## src/rtl/riscv_mem_pkg.sv

```systemverilog
// riscv_mem_pkg: shared types and constants for the instruction/data memory arbiter
package riscv_mem_pkg;
    localparam int XLEN = 32;
    localparam logic [XLEN-1:0] ERR_DATA_DEFAULT = 32'hDEADBEEF;
    typedef enum logic [1:0] {IDLE, BUSY_I, BUSY_D} arb_state_t;
endpackage

```

## src/rtl/mem_watchdog.sv

```systemverilog
// mem_watchdog: 0-based busy-cycle counter that flags when a memory transaction has waited TIMEOUT cycles
module mem_watchdog #(
    parameter int TIMEOUT = 64
) (
    input  logic clk,
    input  logic reset,
    input  logic clear,
    input  logic en,
    output logic expired
);
    localparam int W = $clog2(TIMEOUT) + 1;
    logic [W-1:0] cnt;
    always_ff @(posedge clk) begin
        if (reset || clear) cnt <= '0;
        else if (en && !expired) cnt <= cnt + 1'b1;
    end
    assign expired = en && (cnt == W'(TIMEOUT - 1));
endmodule

```

## src/rtl/riscv_mem_arbiter.sv

```systemverilog
// riscv_mem_arbiter: serializes fetch and data requests onto one variable-latency memory,
// data first, with pipeline stall generation and an ack watchdog.
module riscv_mem_arbiter
    import riscv_mem_pkg::*;
#(
    parameter int ACK_TIMEOUT = 64,
    parameter logic [XLEN-1:0] ERR_DATA = ERR_DATA_DEFAULT
) (
    input  logic            clk,
    input  logic            reset,
    input  logic            i_req,
    input  logic [XLEN-1:0] i_addr,
    output logic [XLEN-1:0] i_rdata,
    output logic            i_ready,
    input  logic            d_req,
    input  logic [XLEN-1:0] d_addr,
    input  logic            d_we,
    input  logic [XLEN-1:0] d_wdata,
    output logic [XLEN-1:0] d_rdata,
    output logic            d_ready,
    output logic            mem_req,
    output logic [XLEN-1:0] mem_addr,
    output logic            mem_we,
    output logic [XLEN-1:0] mem_wdata,
    input  logic            mem_ack,
    input  logic [XLEN-1:0] mem_rdata,
    output logic            stall,
    output logic            err
);
    arb_state_t state, state_nx;
    logic we_q, expired, done, i_take, d_take;
    logic [XLEN-1:0] rd_val;
    // a port in its ready cycle is masked so its still-held request is not reissued
    assign i_take = i_req & ~i_ready;
    assign d_take = d_req & ~d_ready;
    assign stall = i_take | d_take;
    assign mem_req = state != IDLE;
    assign mem_we = we_q & mem_req;
    assign done = mem_ack | expired;
    assign rd_val = mem_ack ? mem_rdata : ERR_DATA;

    mem_watchdog #(.TIMEOUT(ACK_TIMEOUT)) u_watchdog (
        .clk(clk),
        .reset(reset),
        .clear(state == IDLE),
        .en(mem_req),
        .expired(expired)
    );

    always_comb begin
        state_nx = state == IDLE ? (d_take ? BUSY_D : i_take ? BUSY_I : IDLE)
                 : done ? IDLE : state;
    end

    always_ff @(posedge clk) begin
        if (reset) state <= IDLE;
        else state <= state_nx;
    end

    always_ff @(posedge clk) begin
        if (reset) begin
            mem_addr <= '0;
            mem_wdata <= '0;
            we_q <= 1'b0;
            i_ready <= 1'b0;
            d_ready <= 1'b0;
            i_rdata <= '0;
            d_rdata <= '0;
            err <= 1'b0;
        end else begin
            i_ready <= state == BUSY_I && done;
            d_ready <= state == BUSY_D && done;
            if (state == IDLE && d_take) begin
                mem_addr <= d_addr;
                mem_wdata <= d_wdata;
                we_q <= d_we;
            end else if (state == IDLE && i_take) begin
                mem_addr <= i_addr;
                we_q <= 1'b0;
            end
            if (state == BUSY_I && done) i_rdata <= rd_val;
            if (state == BUSY_D && done && !we_q) d_rdata <= rd_val;
            // an ack landing in the timeout cycle wins, so no error then
            if (expired && !mem_ack) err <= 1'b1;
        end
    end
endmodule
```

## config.mk

```make
export PLATFORM = sky130hd
export DESIGN_NAME = riscv_mem_arbiter
export DESIGN_NICKNAME = d
export VERILOG_FILES = /design/src/rtl/riscv_mem_pkg.sv /design/src/rtl/mem_watchdog.sv /design/src/rtl/riscv_mem_arbiter.sv
export SDC_FILE = /design/constraint.sdc
export NUM_CORES = 1
export LEC_CHECK = 0
export CAP_MARGIN = 20
export CELL_PAD_IN_SITES_DETAIL_PLACEMENT = 0
export CELL_PAD_IN_SITES_GLOBAL_PLACEMENT = 1
export CORE_MARGIN = 1
export CORE_UTILIZATION = 31
export DETAILED_ROUTE_END_ITERATION = 16
export GPL_TIMING_DRIVEN = 0
export PLACE_DENSITY = 0.88
export SLEW_MARGIN = 20
export SYNTH_ARGS = -nofsm -noshare
export SYNTH_HDL_FRONTEND = slang
export SYNTH_SLANG_ARGS = --single-unit
```

## constraint.sdc

```tcl
create_clock -name clk -period 5.1 [get_ports clk]
set_input_delay 0.51 -clock clk [delete_from_list [all_inputs] [get_ports clk]]
set_output_delay 0.51 -clock clk [all_outputs]
set_load 0.05 [all_outputs]
```

== Word level (Yosys, flattened, before mapping) ==
Cells that the tools add are included.

* Add/subtract/negate cells: 1
* Multiplexer cells: 9
* Eq/ne operators: 3
* Bitwise operators: 7
* Reduce and logical (&&, ||, !) cells: 16

{| class="wikitable"
|+ Operator list
! kind !! number
|-
| two-way mux 32 bit || 3
|-
| logical AND 1 bit || 8
|-
| adder 7 x 1 -> 7 bit (second input constant) || 1
|-
| equality test 7 x 6 -> 1 bit (second input constant) || 1
|-
| two-way mux 2 bit || 3
|-
| nonzero test 2 bit || 3
|-
| bitwise AND 1 bit || 3
|-
| zero test 1 bit || 3
|-
| two-way mux 1 bit || 3
|-
| equality test 2 x 1 -> 1 bit (second input constant) || 1
|-
| equality test 2 bit (second input constant) || 1
|-
| zero test 2 bit || 1
|-
| NOT 1 bit || 2
|-
| bitwise OR 1 bit || 2
|-
| logical OR 1 bit || 1
|}

* Register bits after elaboration: 141
* Output and inout port bits: 134
* Word-level logic and storage cells: 46
* Input bits: 134

== Longest topological paths before layout ==
Gate-level depths: netlist of the first run.

* Depth after elaboration: 5
* Gate-level depth with buffers: 8
* Mapped depth without buffers: 5

== Cells and area by module ==
From an unflattened synthesis of the first run, not the netlist that was laid out.

* Cell total of the unflattened synthesis: 599
* Area total of the unflattened synthesis: 5230.0 sq um

{| class="wikitable"
|+ Modules (own cells, without submodules)
! module !! area each (sq um) !! sequential area each (sq um) !! times used !! cells an instance
|-
| riscv_mem_arbiter || 4898.4 || 2682.6 || 1 || 562
|-
| mem_watchdog || 331.6 || 140.1 || 1 || 37
|}

== Least setup slack after synthesis of the first run ==
Ideal clock, no wire load.

* Kind: flip-flop to output port
* From: register d_ready
* To: output stall
* Stages on the path, launching flop included: 5
* Path slack: 3.108 ns
* Arrival time: 1.482 ns
* Buffers on the path: 2
* Data required time: 4.590 ns
* Cells stage by stage: dfxtp_1 -> nor2b_1 -> buf_2 -> clkbuf_1 -> or2_2

* Word-level cells in the longest chain between the ends: 3

{| class="wikitable"
|+ Ends and longest elaborated chain
! item !! RTL line !! source
|-
| from (decl) || riscv_mem_arbiter.sv:20 || <nowiki>output logic d_ready,</nowiki>
|-
| from (signal assigned) || riscv_mem_arbiter.sv:72 || <nowiki>d_ready <= state == BUSY_D && done;</nowiki>
|-
| NOT 1 bit || riscv_mem_arbiter.sv:35 || <nowiki>assign d_take = d_req & ~d_ready;</nowiki>
|-
| bitwise AND 1 bit || riscv_mem_arbiter.sv:35 ||
|-
| bitwise OR 1 bit || riscv_mem_arbiter.sv:36 || <nowiki>assign stall = i_take | d_take;</nowiki>
|-
| to (decl) || riscv_mem_arbiter.sv:27 || <nowiki>output logic stall,</nowiki>
|}

No other way between the ends.

== Worst setup path after layout of the first run ==
* From: input d_req
* To: output stall

* Word-level cells in the longest chain between the ends: 2

{| class="wikitable"
|+ Ends and longest elaborated chain
! item !! RTL line !! source
|-
| from (decl) || riscv_mem_arbiter.sv:15 || <nowiki>input logic d_req,</nowiki>
|-
| bitwise AND 1 bit || riscv_mem_arbiter.sv:35 ||
|-
| bitwise OR 1 bit || riscv_mem_arbiter.sv:36 ||
|}

No other way between the ends.

==> results.toml, run 1 <==
[worst_setup_path]
required_ns = 4.59
worst-path-max-fanout = 10
arrival_ns = 2.65
startpoint_type = "input port"
cp-end-kind = "output port"
critPathLaunch = "d_req"
r2r_start = "u_watchdog.cnt[0]$_SDFFE_PP0P_"
path_class = "input port to output port"

[power_and_ir_drop]
power_density_nw_per_um2 = 372.2
p_leak_nw = 3.418
ir_drop_v = 0.0002354

[timing]
slew_headroom_pct = 54.43
setup_tns_ns = 0
finalHoldViolCount = 0
min_period_ns = 3.160
tightest_slew_ns = 0.6836
slew_violations = 0
max_freq_ghz = 0.3165
finClkSkew_ns = 0.01033
rsz0062_at_grt = "no"
setup_viol = 0
final.period_utilization_pct = 61.96

[logic_synthesis]
ys_seq_elements = 141
ys_seq_area_share_pct = 50.90
ys_types = 38
synthesis.nets = 807
synthArstFlopShare_pct = 0
ys.flop_type = "dfxtp_1"
syn_area_per_cell_um2 = 8.252
synth_area_um2 = 5545
syn_inst = 672
synth-edff-count = 0
ys_warn_count = 0

[clock_tree]
cts_tree = "yes"
cts-resized-gates = 0
cts_inserted_buffers = 17
cts_setup_buffers = 0
clk_path_buf_depth = 2
cts_root_buf = "clkbuf_16"
ctsHoldBuffers = 0
cts.sinks = 141
clk_pin_slew_worst_paths_ns = 0.06
htree_levels = 4
clock_latency_ns = 0.42

[final_layout]
diodes = 0
area_growth_pct = 65.34
layout_common_cells = "clkdlybuf4s50_1 (266), dfxtp_1 (141), a21oi_1 (127), nor2_1 (90), nand2_1 (85)"
stdcell_count = 1195
mostFrequentLayoutCell = "clkdlybuf4s50_1"
num-nets-final = 1092
drive_above_1_share_pct = 8.247

[drt]
route.detailed.drc = 0
drt-pass1-iter-count = 7
drt_iter0_markers = 231
routed_wl_mm = 19.63
viasPerCell = 4.844
postRouteAntennaNets = 0
num_vias = 5788
post_drt_wl_per_cell_um = 16.43

[floorplan]
ioPinCount = 268
core_area_um2 = 17360
die_x_um = 135.7
rows = 48
die_height_um = 135.7
initial_utilization_pct = 31.95
die-area_um2 = 18430

[placed_design]
dpl.hpwl_mm = 14.41
dp.cells = 1163
numPortBuffers = 266
routabilityCongestion = 0.7862

[global_routing]
grt_overflow = 0
track_usage_pct = 20.78
grt_pass1_vias = 5619
grt_max_degree = 17
grt_first_pass_wirelength_mm = 29.50
antenna_found_initial = 0

[min_path]
hp-start = "u_watchdog.cnt[6]$_SDFFE_PP0P_"
hp-class = "flop to flop"

[run_status]
outcome = "completed"

[flow_run]
maxCapViolations = 0
==> cell families (layout without fill, tap and decap cells) <==
group	count (synthesis)	after routing	synth area share (%)
AND/OR/NAND/NOR	244	244	20.19
AO/OA/AOI/OAI	222	222	22.92
flip-flops	141	141	50.90
buffers and inverters	60	358	5.099
XOR/XNOR	3	3	0.4739
adder cells (fa/ha/maj)	1	1	0.2256
multiplexers	1	1	0.1805
==> final timing paths <==
path | endpoint | slack, ns | cells past startpoint
setup reg to reg | d_rdata[23]$_SDFFE_PP0P_ | 3.25 | 8
setup / recovery | stall | 1.94 | 6
hold / removal | u_watchdog.cnt[6]$_SDFFE_PP0P_ | 0.45 | 2
hold reg to reg | u_watchdog.cnt[6]$_SDFFE_PP0P_ | 0.45 | 2
==> per-stage QoR <==
step / utilization [%] / setup slack, ns / instance area (um^2) / total power [mW] / hold slack (ns)
floorplan: - / 3.108 / 5545 / 1.698 / 0.4157
global placement: 48.91 / 1.932 / 8489 / 2.015 / 0.4254
detailed placement: 48.91 / 1.920 / 8489 / 2.018 / 0.4361
CTS: 52.83 / 1.927 / 9169 / 3.448 / 0.4450
global route: 52.83 / 1.849 / 9169 / 3.545 / 0.4693
finish: 52.83 / 1.940 / 9169 / 3.413 / 0.4486
==> synth_stat cells, types with 3 or more instances <==
cell / number / share of area (%)
nand2_1: 85 / 5.8
xnor2_1: 3 / 0.47
dfxtp_1: 141 / 51
a21oi_1: 127 / 11
nand2b_1: 4 / 0.45
nor3_1: 39 / 3.5
a21oi_2: 5 / 0.79
nor2_1: 90 / 6.1
a2bb2oi_1: 32 / 5.1
buf_6: 4 / 0.81
o21ai_0: 49 / 4.4
buf_2: 21 / 1.9
nor2b_1: 3 / 0.34
nor3_2: 10 / 1.8
clkbuf_1: 32 / 2.2
==> worst max-delay path, cell delays in order <==
cell	delay, ns
clkdlybuf4s50_1	0.47
nor2b_1	0.11
buf_2	0.19
clkbuf_1	0.38
or2_2	0.19
clkdlybuf4s50_1	0.79
==> cell type report <==
cell class,count,area [um^2]
Multi-Input combinational cell,471,2440
Timing Repair Buffer,266,2663
Inverter,2,7.507
Buffer,58,275.3
Fill cell,1677,8188
Tap cell,225,281.5
Sequential cell,141,2823
Clock buffer,19,442.9
Clock inverter,13,236.5
==> metal layers <==
metal / vias up / part of all wire (%) / global-route usage, %
met5: - / 0 / 0
met4: 0 / 0.85 / 5.493
met3: 11 / 11 / 9.016
met2: 223 / 47 / 35.01
met1: 2679 / 41 / 23.84
li1: 2875 / - / -
==> state kept, by name (all words and copies together), names as in the netlist, 2 cells and up <==
signal and cells:
d_rdata 32, state 2, i_rdata 32, mem_addr 32
mem_wdata 32, u_watchdog.cnt 7
==> power by group <==
group | total, mW | internal [mW] | switching [mW] | leakage [nW]
Combinational | 0.783 | 0.306 | 0.477 | 1.95
Sequential | 1.21 | 1.17 | 0.0388 | 1.15
Clock | 1.42 | 0.933 | 0.485 | 0.316
Total | 3.41 | 2.41 | 1.00 | 3.42
Power figures use the tool's default switching activity.
==> run 2: changes to the inputs <==
- CORE_UTILIZATION: 31 -> 26
- PLACE_DENSITY: 0.88 -> 0.79
- clock period: 5.1 -> 2.8 ns (I/O delays scaled with it)
==> run 2 against run 1 <==
  * Critical path depth fell by 1
  * Sequential share of layout area grew 0.17 points
  * Flip-flop and latch count unchanged
  * Critical endpoint unchanged
  * Via count fell by 0.21%
  * Power rose by 72%
  * Hold slack worse by 0.037 ns
==> results.toml, run 2 (same netlist as run 1, synthesis figures left out) <==
[drt]
routed_wl_mm = 20.03
postRouteAntennaNets = 0
post_drt_wl_per_cell_um = 16.13
viasPerCell = 4.651
route.detailed.drc = 0
drt-pass1-iter-count = 4
num_vias = 5776
drt_iter0_markers = 184

[timing]
whs_ns = 0.4116
slew_violations = 0
finClkSkew_ns = 0.01028
tightest_slew_ns = 0.7020
max_freq_ghz = 0.3975
min_period_ns = 2.515
rsz0062_at_grt = "no"
finalHoldViolCount = 0
setup_viol = 0
final.period_utilization_pct = 89.84
slew_headroom_pct = 53.20
fin_ws_ns = 0.2846

[clock_tree]
cts_root_buf = "clkbuf_16"
clk_path_buf_depth = 2
ctsHoldBuffers = 0
cts_tree = "yes"
htree_levels = 4
clk_pin_slew_worst_paths_ns = 0.06
cts-resized-gates = 0
cts.sinks = 141
cts_inserted_buffers = 17
clock_latency_ns = 0.42
cts_setup_buffers = 0

[final_layout]
layout_common_cells = "clkdlybuf4s50_1 (266), dfxtp_1 (141), a21oi_1 (127), nor2_1 (90), nand2_1 (85)"
post-route-util_pct = 43.51
final_area_um2 = 9117
area_growth_pct = 64.42
diodes = 0
num-nets-final = 1090
mostFrequentLayoutCell = "clkdlybuf4s50_1"
drive_above_1_share_pct = 8.170

[min_path]
whs_endpoint = "mem_wdata[20]$_SDFFE_PP0P_"
hold_depth = 3
hp-class = "input port to flop"
hp-start = "d_wdata[20]"

[worst_setup_path]
cp-end-kind = "output port"
ff2ff_setup_slack_ns = 0.95
path_class = "input port to output port"
r2r_start = "u_watchdog.cnt[0]$_SDFFE_PP0P_"
arrival_ns = 2.24
regToRegEndpoint = "d_rdata[28]$_SDFFE_PP0P_"
required_ns = 2.52
startpoint_type = "input port"
worst-path-max-fanout = 17
reg2reg_depth = 8

[power_and_ir_drop]
ir_drop_v = 0.0004030
p_total_mw = 5.857
p_leak_nw = 3.369
power_density_nw_per_um2 = 642.4

[placed_design]
placed_area_um2 = 8552
numPortBuffers = 266
dpl.hpwl_mm = 14.68
routabilityCongestion = 0.7822
place_ws_ns = -0.04032

[global_routing]
use_met1_pct = 22.64
use_met3_pct = 6.667
grt_pass1_vias = 5600
grt_overflow = 0
grt_first_pass_wirelength_mm = 30.82
top_usage_layer = "met2"
track_usage_pct = 18.11
antenna_found_initial = 0
grt_max_degree = 18
grt_util_met2_pct = 28.80

[flow_run]
maxCapViolations = 0

[floorplan]
die_height_um = 148.0
die_x_um = 148.0
ioPinCount = 268
initial_utilization_pct = 26.46
core_area_um2 = 20960
rows = 53
die-area_um2 = 21920

[run_status]
outcome = "completed"
## run 2: per-stage QoR
stage                     TNS [ns]  instances
after CTS                        0       1243
final                            0       1242
after detailed placement  -0.04032       1213
after global routing             0       1242
after global placement    -0.04003       1213
after floorplan                  0        672
## run 2: per-layer routing
metal	vias up	wire length (um)
met5	-	0
met4	0	246
met3	17	1889
met2	214	8884
met1	2665	9012
li1	2880	-
## run 2: cell type report
class / instances / area, um^2
plain buffers: 56 / 267.8
clock buffers: 18 / 429.2
clock inverters: 13 / 143.9
fillers: 2114 / 11840
inverters: 2 / 7.507
multi-input cells: 471 / 2440
flip-flops and latches: 141 / 2823
well taps: 275 / 344.1
repair buffers: 266 / 2663
## run 2: critical path, stage by stage
cell	delay [ns]
clkdlybuf4s50_1	0.53
nor2b_1	0.14
buf_2	0.31
or2_2	0.17
clkdlybuf4s50_1	0.79
## run 2: how the worst max path moves through the flow
stage,start,end,slack [ns]
detailed placement,d_req,stall,-0.04
CTS,i_req,stall,0.03
global route,d_req,stall,0.21
floorplan,d_ready$_SDFF_PP0_,stall,1.04
global placement,d_req,stall,-0.04
finish,d_req,stall,0.28
## run 2: power breakdown
group	leakage, nW	switching, mW	total (mW)	internal [mW]
Combinational	1.95	0.870	1.43	0.556
Clock	0.269	0.911	2.22	1.31
Sequential	1.15	0.0728	2.21	2.14
==> run 3: changes to the inputs <==
--- a/config.mk
+++ b/config.mk
@@ -6,5 +6,5 @@
 export NUM_CORES = 1
 export LEC_CHECK = 0
-export CAP_MARGIN = 20
+export CAP_MARGIN = 40
 export CELL_PAD_IN_SITES_DETAIL_PLACEMENT = 0
 export CELL_PAD_IN_SITES_GLOBAL_PLACEMENT = 1
@@ -14,5 +14,5 @@
 export GPL_TIMING_DRIVEN = 0
 export PLACE_DENSITY = 0.79
-export SLEW_MARGIN = 20
+export SLEW_MARGIN = 10
 export SYNTH_ARGS = -nofsm -noshare
 export SYNTH_HDL_FRONTEND = slang
==> constraint.sdc (replaced) <==
create_clock -name clk -period 2.8 [get_ports clk]
set_input_delay 0.56 -clock clk [delete_from_list [all_inputs] [get_ports clk]]
set_output_delay 0.56 -clock clk [all_outputs]
set_load 0.05 [all_outputs]
==> run 3 against run 2 <==
  * Worst setup slack worse by 0.11 ns
  * Register-to-register slack hardly changed
  * Wire length hardly changed
  * Flip-flop and latch count stayed put
  * First-iteration DRC count is 2.2% lower
  * Sequential share of layout area hardly changed
  * Via count is 0.21% higher
  * Combinational power hardly changed
  * Final cell count stayed put
  * Fmax is 4.3% lower
  * Clock power hardly changed
  * Critical endpoint is now mem_req
  * Largest power group unchanged
==> results.toml, run 3 (same netlist as run 1, synthesis figures left out) <==
[global_routing]
grt_pass1_vias = 5594
track_usage_pct = 18.10
grt_overflow = 0
antenna_found_initial = 0
grt_first_pass_wirelength_mm = 30.79
grt_max_degree = 18

[power_and_ir_drop]
p_total_mw = 5.858
ir_drop_v = 0.0004045
power_density_nw_per_um2 = 642.7
p_leak_nw = 3.387

[floorplan]
ioPinCount = 268
initial_utilization_pct = 26.46
rows = 53
die_x_um = 148.0
core_area_um2 = 20960
die_height_um = 148.0
die-area_um2 = 21920

[worst_setup_path]
arrival_ns = 2.07
cp-end-kind = "output port"
startpoint_type = "flop"
path_class = "flop to output port"
worst-path-max-fanout = 10
required_ns = 2.24

[clock_tree]
clk_pin_slew_worst_paths_ns = 0.06
cts_root_buf = "clkbuf_16"
clk_path_buf_depth = 2
ctsHoldBuffers = 0
cts.sinks = 141
cts_inserted_buffers = 17
htree_levels = 4
cts_tree = "yes"
clock_latency_ns = 0.42

[timing]
tightest_slew_ns = 0.7020
rsz0062_at_grt = "no"
max_freq_ghz = 0.3803
setup_tns_ns = 0
finalHoldViolCount = 0
slew_violations = 0
finClkSkew_ns = 0.01029
final.period_utilization_pct = 93.92
min_period_ns = 2.630
setup_viol = 0
slew_headroom_pct = 53.20
whs_ns = 0.4458
fin_ws_ns = 0.1702

[min_path]
hp-class = "flop to flop"

[placed_design]
placed_area_um2 = 8552
dpl.hpwl_mm = 14.68
numPortBuffers = 266
place_ws_ns = -0.6003
routabilityCongestion = 0.7822

[final_layout]
final_area_um2 = 9115
layout_common_cells = "clkdlybuf4s50_1 (264), dfxtp_1 (141), a21oi_1 (127), nor2_1 (90), nand2_1 (85)"
diodes = 0
mostFrequentLayoutCell = "clkdlybuf4s50_1"
fill_cells = 2114
area_growth_pct = 64.37
num-nets-final = 1090
drive_above_1_share_pct = 8.273

[drt]
route.detailed.drc = 0
post_drt_wl_per_cell_um = 16.11
drt_iter0_markers = 180
routed_wl_mm = 20.01
postRouteAntennaNets = 0
num_vias = 5788
viasPerCell = 4.660
drt-pass1-iter-count = 4

[flow_run]
maxCapViolations = 0

[run_status]
outcome = "completed"
run 3: cell types whose count changed in the layout (fill, tap and decap cells not counted):
cell,delta
clkbuf_2,+1
clkdlybuf4s50_1,-2
dlymetal6s2s_1,+1
run 3: worst max-delay path, stage by stage (launching register included):
cell,delay (ns)
dfxtp_1,0.30
buf_2,0.21
nor2_4,0.10
inv_2,0.15
clkdlybuf4s50_1,0.89
run 3: worst paths after layout:
check	depth (start not counted)	from	endpoint	slack [ns]
max	4	state[0]$_SDFFE_PP0P_	mem_req	0.17
min	2	u_watchdog.cnt[6]$_SDFFE_PP0P_	u_watchdog.cnt[6]$_SDFFE_PP0P_	0.45
max reg2reg	8	u_watchdog.cnt[0]$_SDFFE_PP0P_	d_rdata[28]$_SDFFE_PP0P_	0.95
min reg2reg	2	u_watchdog.cnt[6]$_SDFFE_PP0P_	u_watchdog.cnt[6]$_SDFFE_PP0P_	0.45
run 3: layout make-up:
| type | instances | area, um^2 | area share (%) |
|---|---|---|---|
| Buffer | 56 | 267.8 | 2.938 |
| Clock buffer | 18 | 429.2 | 4.708 |
| Clock inverter | 13 | 143.9 | 1.579 |
| Inverter | 2 | 7.507 | 0.08236 |
| Multi-Input combinational cell | 471 | 2440 | 26.77 |
| Sequential cell | 141 | 2823 | 30.97 |
| Tap cell | 275 | 344.1 | 3.775 |
| Timing Repair Buffer | 266 | 2660 | 29.18 |
run 3: metrics by stage:
| stage | util (%) | std cells |
|---|---|---|
| detailed placement | 40.81 | 1213 |
| global placement | 40.81 | 1213 |
| CTS | 43.51 | 1242 |
| global route | 43.50 | 1242 |
| floorplan | - | 672 |
| finish | 43.50 | 1242 |
run 3: repair_timing:
action                                  in CTS  in global routing
buffers inserted                             0                  0
endpoints found under the setup margin       1                  2
gates resized for setup                      2                  2
run 3: power by group:
group | switching [mW] | internal (mW)
clock network | 0.913 | 1.31
registers | 0.0728 | 2.14
logic | 0.870 | 0.555
run 3: layer usage:
layer / wire length, um / up-vias / share of wire, % / GRT usage (%)
met4: 260 / 0 / 1.3 / 5.619
met5: 0 / - / 0 / 0
met1: 8910 / 2665 / 45 / 22.60
met2: 8884 / 224 / 44 / 28.80
met3: 1958 / 19 / 9.8 / 6.667
li1: - / 2880 / - / -
